### config.mk
export PLATFORM = sky130hd
export DESIGN_NAME = alu_regbank_seq
export DESIGN_NICKNAME = d
export VERILOG_FILES = /design/src/rtl/alu_regbank_seq_pkg.sv /design/src/rtl/alu_regbank_seq_alu_nb.sv /design/src/rtl/alu_regbank_seq.sv
export SDC_FILE = /design/constraint.sdc
export NUM_CORES = 1
export LEC_CHECK = 0
export ABC_AREA = 1
export BUFFER_PORTS_ARGS = -buffer_cell sky130_fd_sc_hd__clkbuf_2
export CAP_MARGIN = 10
export CORE_UTILIZATION = 61
export DETAILED_ROUTE_END_ITERATION = 8
export GPL_ROUTABILITY_DRIVEN = 0
export GPL_TIMING_DRIVEN = 0
export HOLD_SLACK_MARGIN = 0.05
export PLACE_DENSITY_LB_ADDON = 0.2
export REMOVE_ABC_BUFFERS = 1
export SLEW_MARGIN = 20
export SYNTH_ARGS = -nofsm -noshare
export SYNTH_HDL_FRONTEND = slang
export SYNTH_HIERARCHICAL = 1
export SYNTH_SLANG_ARGS = --single-unit
### constraint.sdc
create_clock -name clk -period 5.8 [get_ports clk]
set_input_delay 1.16 -clock clk [delete_from_list [all_inputs] [get_ports clk]]
set_output_delay 1.16 -clock clk [all_outputs]
set_load 0.02 [all_outputs]
### src/rtl/alu_regbank_seq_pkg.sv
// Shared definitions for the sequenced ALU / register-bank block.
//   mode_e   : 2-bit operation class (step, ALU, bus move, NOP)
//   func_e   : 3-bit ALU function code, meaningful in ALU mode only
//   state_e  : 4-state operation sequencer
//   FLAG_*   : bit positions inside the {C,V,N,Z} flag vector
//   sel_width: width of a register index, never below 1
package alu_regbank_seq_pkg;

   typedef enum logic [1:0] {
      MODE_STEP = 2'b00,
      MODE_ALU  = 2'b01,
      MODE_MOVE = 2'b10,
      MODE_NOP  = 2'b11
   } mode_e;

   typedef enum logic [2:0] {
      FUNC_ADD = 3'b000,
      FUNC_SUB = 3'b001,
      FUNC_AND = 3'b010,
      FUNC_OR  = 3'b011,
      FUNC_XOR = 3'b100,
      FUNC_NOT = 3'b101,
      FUNC_SHL = 3'b110,
      FUNC_SHR = 3'b111
   } func_e;

   typedef enum logic [1:0] {
      ST_IDLE  = 2'b00,
      ST_FETCH = 2'b01,
      ST_EXEC  = 2'b10,
      ST_DONE  = 2'b11
   } state_e;

   localparam int FLAG_Z = 0;
   localparam int FLAG_N = 1;
   localparam int FLAG_V = 2;
   localparam int FLAG_C = 3;

   function automatic int sel_width(input int n);
      return (n > 1) ? $clog2(n) : 1;
   endfunction

endpackage

### src/rtl/alu_regbank_seq_alu_nb.sv
// Combinational WIDTH-bit ALU.
//   op_a, op_b : operands
//   func       : operation select
//   res        : result, truncated to WIDTH bits
//   c          : carry (ADD), borrow (SUB), shifted-out bit (SHL/SHR), else 0
//   v          : signed overflow for ADD/SUB, else 0
module alu_nb
   import alu_regbank_seq_pkg::*;
#(
   parameter int WIDTH = 4
) (
   input  logic [WIDTH-1:0] op_a,
   input  logic [WIDTH-1:0] op_b,
   input  func_e            func,
   output logic [WIDTH-1:0] res,
   output logic             c,
   output logic             v
);

   // Extra top bit holds the carry out of an add or the borrow out of a subtract.
   logic [WIDTH:0] wide;

   always_comb begin
      // NOTE: every output gets a default first so no path through the case infers a latch.
      wide = '0;
      res  = '0;
      c    = 1'b0;
      v    = 1'b0;
      case (func)
         FUNC_ADD: begin
            wide = {1'b0, op_a} + {1'b0, op_b};
            res  = wide[WIDTH-1:0];
            c    = wide[WIDTH];
            v    = (op_a[WIDTH-1] == op_b[WIDTH-1]) && (res[WIDTH-1] != op_a[WIDTH-1]);
         end
         FUNC_SUB: begin
            wide = {1'b0, op_a} - {1'b0, op_b};
            res  = wide[WIDTH-1:0];
            c    = wide[WIDTH];
            v    = (op_a[WIDTH-1] != op_b[WIDTH-1]) && (res[WIDTH-1] != op_a[WIDTH-1]);
         end
         FUNC_AND: res = op_a & op_b;
         FUNC_OR:  res = op_a | op_b;
         FUNC_XOR: res = op_a ^ op_b;
         FUNC_NOT: res = ~op_a;
         FUNC_SHL: begin
            res = op_a << 1;
            c   = op_a[WIDTH-1];
         end
         FUNC_SHR: begin
            res = op_a >> 1;
            c   = op_a[0];
         end
         default: res = '0;
      endcase
   end

endmodule

### src/rtl/alu_regbank_seq.sv
// Register bank with a button-sequenced ALU.
//   clk, rst   : clock, asynchronous active-high reset
//   go         : debounced button level; a rising edge in IDLE starts one op
//   mode, func : operation class and ALU function
//   dir        : step direction (0 = +1, 1 = -1)
//   src_a/src_b/dst : operand and destination register indices
//   rd_sel, rd_data : combinational display read port
//   regs_flat  : {R(NREG-1),...,R0}
//   flags      : {C,V,N,Z}
//   busy, done : busy in FETCH/EXEC/DONE, done pulses for one cycle in DONE
module alu_regbank_seq
   import alu_regbank_seq_pkg::*;
#(
   parameter  int WIDTH = 4,
   parameter  int NREG  = 4,
   localparam int SEL_W = sel_width(NREG)
) (
   input  logic                  clk,
   input  logic                  rst,
   input  logic                  go,
   input  logic [1:0]            mode,
   input  logic [2:0]            func,
   input  logic                  dir,
   input  logic [SEL_W-1:0]      src_a,
   input  logic [SEL_W-1:0]      src_b,
   input  logic [SEL_W-1:0]      dst,
   input  logic [SEL_W-1:0]      rd_sel,
   output logic [WIDTH-1:0]      rd_data,
   output logic [NREG*WIDTH-1:0] regs_flat,
   output logic [3:0]            flags,
   output logic                  busy,
   output logic                  done
);

   state_e           state;
   logic             go_prev;
   mode_e            mode_q;
   func_e            func_q;
   logic             dir_q;
   logic [SEL_W-1:0] dst_q;
   logic [WIDTH-1:0] op_a_q;
   logic [WIDTH-1:0] op_b_q;
   logic [WIDTH-1:0] regs [NREG];

   logic             start;
   logic [WIDTH-1:0] alu_b;
   func_e            alu_func;
   logic [WIDTH-1:0] alu_res;
   logic             alu_c;
   logic             alu_v;
   logic [WIDTH-1:0] res;
   logic             res_c;
   logic             res_v;

   // go_prev resets high so a button held through reset release is not an edge.
   assign start = go && !go_prev && (state == ST_IDLE);

   // Step mode is an ADD/SUB of the constant 1.
   assign alu_b    = (mode_q == MODE_STEP) ? WIDTH'(1) : op_b_q;
   assign alu_func = (mode_q == MODE_STEP) ? (dir_q ? FUNC_SUB : FUNC_ADD) : func_q;

   alu_nb #(.WIDTH(WIDTH)) u_alu (
      .op_a (op_a_q),
      .op_b (alu_b),
      .func (alu_func),
      .res  (alu_res),
      .c    (alu_c),
      .v    (alu_v)
   );

   // Bus move bypasses the ALU and clears C and V.
   always_comb begin
      res   = alu_res;
      res_c = alu_c;
      res_v = alu_v;
      if (mode_q == MODE_MOVE) begin
         res   = op_a_q;
         res_c = 1'b0;
         res_v = 1'b0;
      end
   end

   // Out-of-range indices (non power-of-two NREG) read as zero.
   assign rd_data = (int'(rd_sel) < NREG) ? regs[rd_sel] : '0;

   for (genvar g = 0; g < NREG; g++) begin : g_flat
      assign regs_flat[g*WIDTH +: WIDTH] = regs[g];
   end

   always_ff @(posedge clk or posedge rst) begin
      if (rst) begin
         state   <= ST_IDLE;
         go_prev <= 1'b1;
         busy    <= 1'b0;
         done    <= 1'b0;
         mode_q  <= MODE_STEP;
         func_q  <= FUNC_ADD;
         dir_q   <= 1'b0;
         dst_q   <= '0;
         op_a_q  <= '0;
         op_b_q  <= '0;
         flags   <= '0;
         // NOTE: the register bank is reset on purpose: the display must show zeros after reset
         // and an aborted operation must leave nothing behind.
         for (int i = 0; i < NREG; i++) regs[i] <= '0;
      end else begin
         // NOTE: non-blocking assignments so every branch sees pre-edge state.
         go_prev <= go;
         done    <= 1'b0;
         case (state)
            ST_IDLE: begin
               if (start) begin
                  state <= ST_FETCH;
                  busy  <= 1'b1;
               end
            end
            ST_FETCH: begin
               mode_q <= mode_e'(mode);
               func_q <= func_e'(func);
               dir_q  <= dir;
               dst_q  <= dst;
               op_a_q <= (int'(src_a) < NREG) ? regs[src_a] : '0;
               op_b_q <= (int'(src_b) < NREG) ? regs[src_b] : '0;
               state  <= ST_EXEC;
            end
            ST_EXEC: begin
               if (mode_q != MODE_NOP) begin
                  if (int'(dst_q) < NREG) regs[dst_q] <= res;
                  flags[FLAG_C] <= res_c;
                  flags[FLAG_V] <= res_v;
                  flags[FLAG_N] <= res[WIDTH-1];
                  flags[FLAG_Z] <= (res == '0);
               end
               state <= ST_DONE;
               done  <= 1'b1;
            end
            ST_DONE: begin
               state <= ST_IDLE;
               busy  <= 1'b0;
            end
            default: state <= ST_IDLE;
         endcase
      end
   end

endmodule

Yosys cells after proc, flatten, opt, wreduce, memory -nomap -nowiden
Index checks and enable logic that the tools add are counted.
{"block": "totals", "latch_bits": 0, "output_inout_bits": 26, "ff_bits": 41, "in_bits": 17, "mem_bits_ro": 0, "mem_count": 0, "ram_bits": 0, "wordCells": 86}
{"block": "op_classes", "n_lt_le_gt_ge": 5, "n_div": 0, "shifts": 0, "mul": 0, "n_addsub": 2, "muxes": 26, "reduce_logical": 13, "bitwise": 8, "n_eq_ne": 17}
{"op": "$mux 4", "n": 9}
{"op": "$pmux 4 s8", "n": 1}
{"op": "$bmux 4 s2", "n": 3}
{"op": "$bwmux 16", "n": 1}
{"op": "$eq 3x3->1 const B", "n": 4}
{"op": "$ge 3x3->1 const B", "n": 4}
{"op": "$not 2->3", "n": 4}
{"op": "$demux 4 s2", "n": 1}
{"op": "$pmux 2 s4", "n": 1}
{"op": "$eq 2x2->1 const B", "n": 3}
{"op": "$eq 3x2->1 const B", "n": 2}
{"op": "$add 4x4->5", "n": 1}
{"op": "$logic_and 1x1->1", "n": 5}
{"op": "$mux 1", "n": 5}
{"op": "$sub 4x4->5", "n": 1}
{"op": "$and 4x4->4", "n": 1}
{"op": "$logic_not 2->1", "n": 2}
{"op": "$logic_not 4->1", "n": 1}
{"op": "$ne 2x2->1 const B", "n": 2}
{"op": "$not 4->4", "n": 1}
{"op": "$or 4x4->4", "n": 1}
{"op": "$pmux 1 s2", "n": 2}
{"op": "$pmux 1 s4", "n": 1}
{"op": "$reduce_and 2->1", "n": 2}
{"op": "11 further kinds", "n": 13}

Logic depth before layout (Yosys ltp)
{"block": "depth", "word_depth": 7, "mapped_depth": 16, "mapped_depth_nobuf": 15}

Modules after synthesis
Netlist, hierarchy kept.
{"module": "alu_regbank_seq", "seq_area_each_um2": 1027.2, "cells_each": 273, "instances": 1, "area_each_um2": 2098.3}
{"module": "alu_nb", "seq_area_each_um2": 0.0, "cells_each": 126, "instances": 1, "area_each_um2": 675.6}

Worst setup path after synthesis
Ideal clock, no wire load.
{"block": "synth_path", "path_type": "input-to-output", "startpoint": "input port rd_sel[0]", "endpoint": "output port rd_data[1]", "path_slack_ns": 2.753, "stages": 5, "t_required_ns": 4.640, "arrival_time_ns": 1.887, "path_cell_list": "inv_1 > buf_2 > o21ai_0 > a21oi_1 > a21oi_1"}
{"block": "synth_between", "elab_chain_len": 4}
{"item": "start: declaration", "line": "alu_regbank_seq.sv:27", "rtl": "input logic [SEL_W-1:0] rd_sel,"}
{"item": "$not 2->3 (implied by the code)", "line": "alu_regbank_seq.sv:84", "rtl": "assign rd_data = (int'(rd_sel) < NREG) ? regs[rd_sel] : '0;"}
{"item": "$bmux 4 s2", "line": "alu_regbank_seq.sv:84"}
{"item": "$mux 4 (implied by the code) (2 in series)", "line": "alu_regbank_seq.sv:84"}
{"item": "end: declaration", "line": "alu_regbank_seq.sv:28", "rtl": "output logic [WIDTH-1:0] rd_data,"}
Every way passes these cells. The select of a mux whose other input is x is not followed.

Worst setup path in the final report
{"block": "layout_path", "startpoint": "input port rd_sel[0]", "endpoint": "output port rd_data[3]"}
The elaborated chain is that of the path after synthesis.

==> Implementation_results.wiki <==
{| class="wikitable"
! Metric !! Value
|-
| Outcome || completed
|-
| Clock buffer count from CTS || 5
|-
| Final sum of negative setup slack || 0 ns
|-
| Number of global-route vias before repair || 2430
|-
| Most common cell after layout, fill and taps aside || nand2_1
|-
| Cell count of the worst hold path || 2
|-
| Antenna Cells || 0
|-
| Floorplan core area || 4354 sq um
|-
| Global-route total usage across every layer || 28.47%
|-
| Number of storage elements in the synthesis netlist || 41
|-
| Register-to-register setup slack || 3.03 ns
|-
| Cell count after synthesis || 399
|-
| Startpoint kind of the worst setup timing path || input port
|-
| Avg Inst Size Synth || 6.952 sq um
|-
| Depth of the worst register-to-register path || 13
|-
| Number of warnings printed during yosys synthesis || 6
|-
| Count of endpoints failing setup in the final report || 0
|-
| Post-cts repair resize count || 0
|-
| Number of antenna violations at the first check in global routing || 0
|-
| Clock power share || 13.2%
|-
| CP Capture Type || primary output
|-
| Share of final-layout standard cells stronger than drive strength 1 || 14.12%
|-
| 1st-iter DRT viols || 233
|-
| Number of routed nets with antenna violations || 0
|-
| Slew at the pin closest to its max-slew limit || 0.7894 ns
|-
| Max-cap viol count || 0
|-
| First-pass GRT wire length || 10.98 mm
|-
| Highest cell delay on the worst timing path || 0.22 ns
|-
| Internal Power || 0.8729 mW
|-
| Synth-to-Final Area Change || 12.90%
|-
| Gate power share || 57.8%
|-
| Final global-route overflow total || 0
|-
| Shortest clock period the worst path allows after layout || 3.211 ns
|-
| Synthesized area || 2774 sq um
|-
| Maximum buffer depth of the clock tree || 2
|-
| Final period util || 55.36%
|-
| Worst skew pair latency || 0.30 ns
|-
| IO Count || 43
|-
| Critical-path maximum fanout || 12
|-
| Via count || 2660
|-
| Arrival time at the worst endpoint || 2.05 ns
|-
| CTS tree || yes
|-
| Setup Fix Bufs, Post-CTS || 0
|-
| List of cells traversed by the critical path || clkbuf_2 > inv_1 > o21ai_0 > a21oi_1 > a21oi_1 > clkbuf_2
|-
| Hold violation count in the final report || 0
|-
| Clock root cell || clkbuf_8
|-
| CTS clock-pin slew for the worst setup and hold paths || 0.08 ns
|-
| Endpoint, Worst Hold || dir_q
|-
| Biggest area consumer among synthesized cells || dfrtp_1
|-
| Vias per cell || 5.418
|-
| End of the worst register-to-register path || flags[0]
|-
| Net load switching power || 0.9356 mW
|-
| Total leakage power || 1.732 nW
|-
| Cell at the slowest stage of the critical path || o21ai_0
|-
| Headroom to the max-slew limit || 47.38%
|-
| Die X || 69.44 um
|-
| Hold buffer count at cts || 0
|-
| Number of pins with negative max-slew slack in the final report || 0
|-
| Leading cell types by total area after synthesis || dfrtp_1 (36%), nand2_1 (18%), ha_1 (7.7%), inv_1 (7.3%), o21ai_0 (6.7%)
|-
| Worst hold path type || reg -> reg
|-
| Standard-cell row count || 24
|-
| DR pass1 iterations || 5
|-
| VDD IR max || 0.0003439 V
|-
| Die area || 4821 sq um
|-
| HPWL reported at the end of detailed placement || 4.939 mm
|-
| Share of the synthesized area in the top cell type || 36.08%
|-
| Post-Route WL || 6.464 mm
|-
| Critical path data required time || 4.64 ns
|-
| Buffers on Ports || 42
|-
| Maximum number of pins on one net before global-route repair || 25
|-
| Power density relative to cell area || 577.5 nW/um^2
|-
| Clock skew || 0.006022 ns
|-
| Worst setup path class || in -> out
|-
| Setup repair after global routing missed its margin || false
|-
| Starting Density || 63.71%
|-
| Power share of the sequential group || 28.9%
|-
| HP Start || dir_q
|-
| Synth cell types || 28
|-
| Worst r2r src || mode_q[1]
|-
| Highest clock rate || 311.5 MHz
|-
| Routed len/inst || 13.16 um
|-
| Proportion of synthesized chip area in sequential cells || 37.03%
|-
| Count of clock tree sinks || 41
|-
| Fillers || 375
|-
| Height of the die || 69.44 um
|-
| H-tree lvl count || 2
|-
| Hold WS || 0.4797 ns
|-
| Switching share of power || 51.73%
|-
| Commonest cells after routing, fill and taps aside || nand2_1 (131), inv_1 (53), clkbuf_2 (42), dfrtp_1 (40), o21ai_0 (37)
|-
| Layout Nets || 474
|-
| Remaining routing DRC violations || 0
|}
routing by layer:
metal	track usage, %	share of wire (%)
met1	41.04	46
met4	7.029	0.93
met5	0	0
met3	4.215	5.6
met2	45.31	47
power groups by stage:
stage	Combinational, mW	Clock, mW	Sequential (mW)
finish	1.05	0.240	0.523
global route	1.19	0.252	0.538
CTS	1.04	0.244	0.521
detailed placement	1.03	0	0.525
global placement	0.996	0	0.520
floorplan	0.679	0	0.575
cell type report:
type                            instances  area [sq um]  share of cell area, %
Inverter                               57         214.0                  6.832
Clock buffer                            7         86.33                  2.757
Timing Repair Buffer                   43         237.7                  7.591
Tap cell                               52         65.06                  2.078
Sequential cell                        41          1027                  32.80
Clock inverter                          1         30.03                 0.9589
Multi-Input combinational cell        290          1471                  46.98
worst max path at each step:
stage	cells past startpoint	start	end	slack, ns
CTS	6	rd_sel[0]	rd_data[3]	2.60
global route	6	rd_sel[0]	rd_data[2]	2.48
global placement	6	rd_sel[0]	rd_data[0]	2.66
floorplan	4	rd_sel[0]	rd_data[3]	2.80
finish	6	rd_sel[0]	rd_data[3]	2.59
detailed placement	6	rd_sel[0]	rd_data[0]	2.63
state kept, by name, summed over array words and instances, names as in the netlist:
signal / cells
flags: 4
done: 1
mode_q: 2
go_prev: 1
dst_q: 2
dir_q: 1
regs_flat: 16
func_q: 3
op_b_q: 4
busy: 1
op_a_q: 4
state: 2
through the flow:
step	total power [mW]	util [%]	area [sq um]	std cells	worst slack, ns
2_1_floorplan	1.254	-	2713	388	2.804
3_3_place_gp	1.516	68.62	2988	482	2.659
3_5_place_dp	1.560	69.25	3015	483	2.627
4_1_cts	1.807	71.93	3132	491	2.604
5_1_grt	1.976	71.93	3132	491	2.482
6_report	1.809	71.93	3132	491	2.589
critical path: cells and delay by family:
family / cells / cell delay, ns
buf+inv: 3 / 0.50
compound gates: 3 / 0.40
synthesized netlist by cell type (all sizes together):
library cell / instances
a21oi: 26
a22oi: 2
buf: 7
clkbuf: 4
clkinv: 1
dfrtp: 40
dfstp: 1
fa: 2
ha: 17
inv: 56
nand2: 133
nand3: 30
nand4: 2
nor2: 26
nor3: 3
o211ai: 8
o21ai: 40
or2: 1
cell families after synthesis:
kind of cell / count (synthesis) / synth area share (%)
buf+inv: 68 / 9.923
flops: 41 / 37.03
simple gates: 195 / 28.78
compound gates: 76 / 15.16
fa+ha+maj: 19 / 9.111
(Power assumes the default switching activity.)
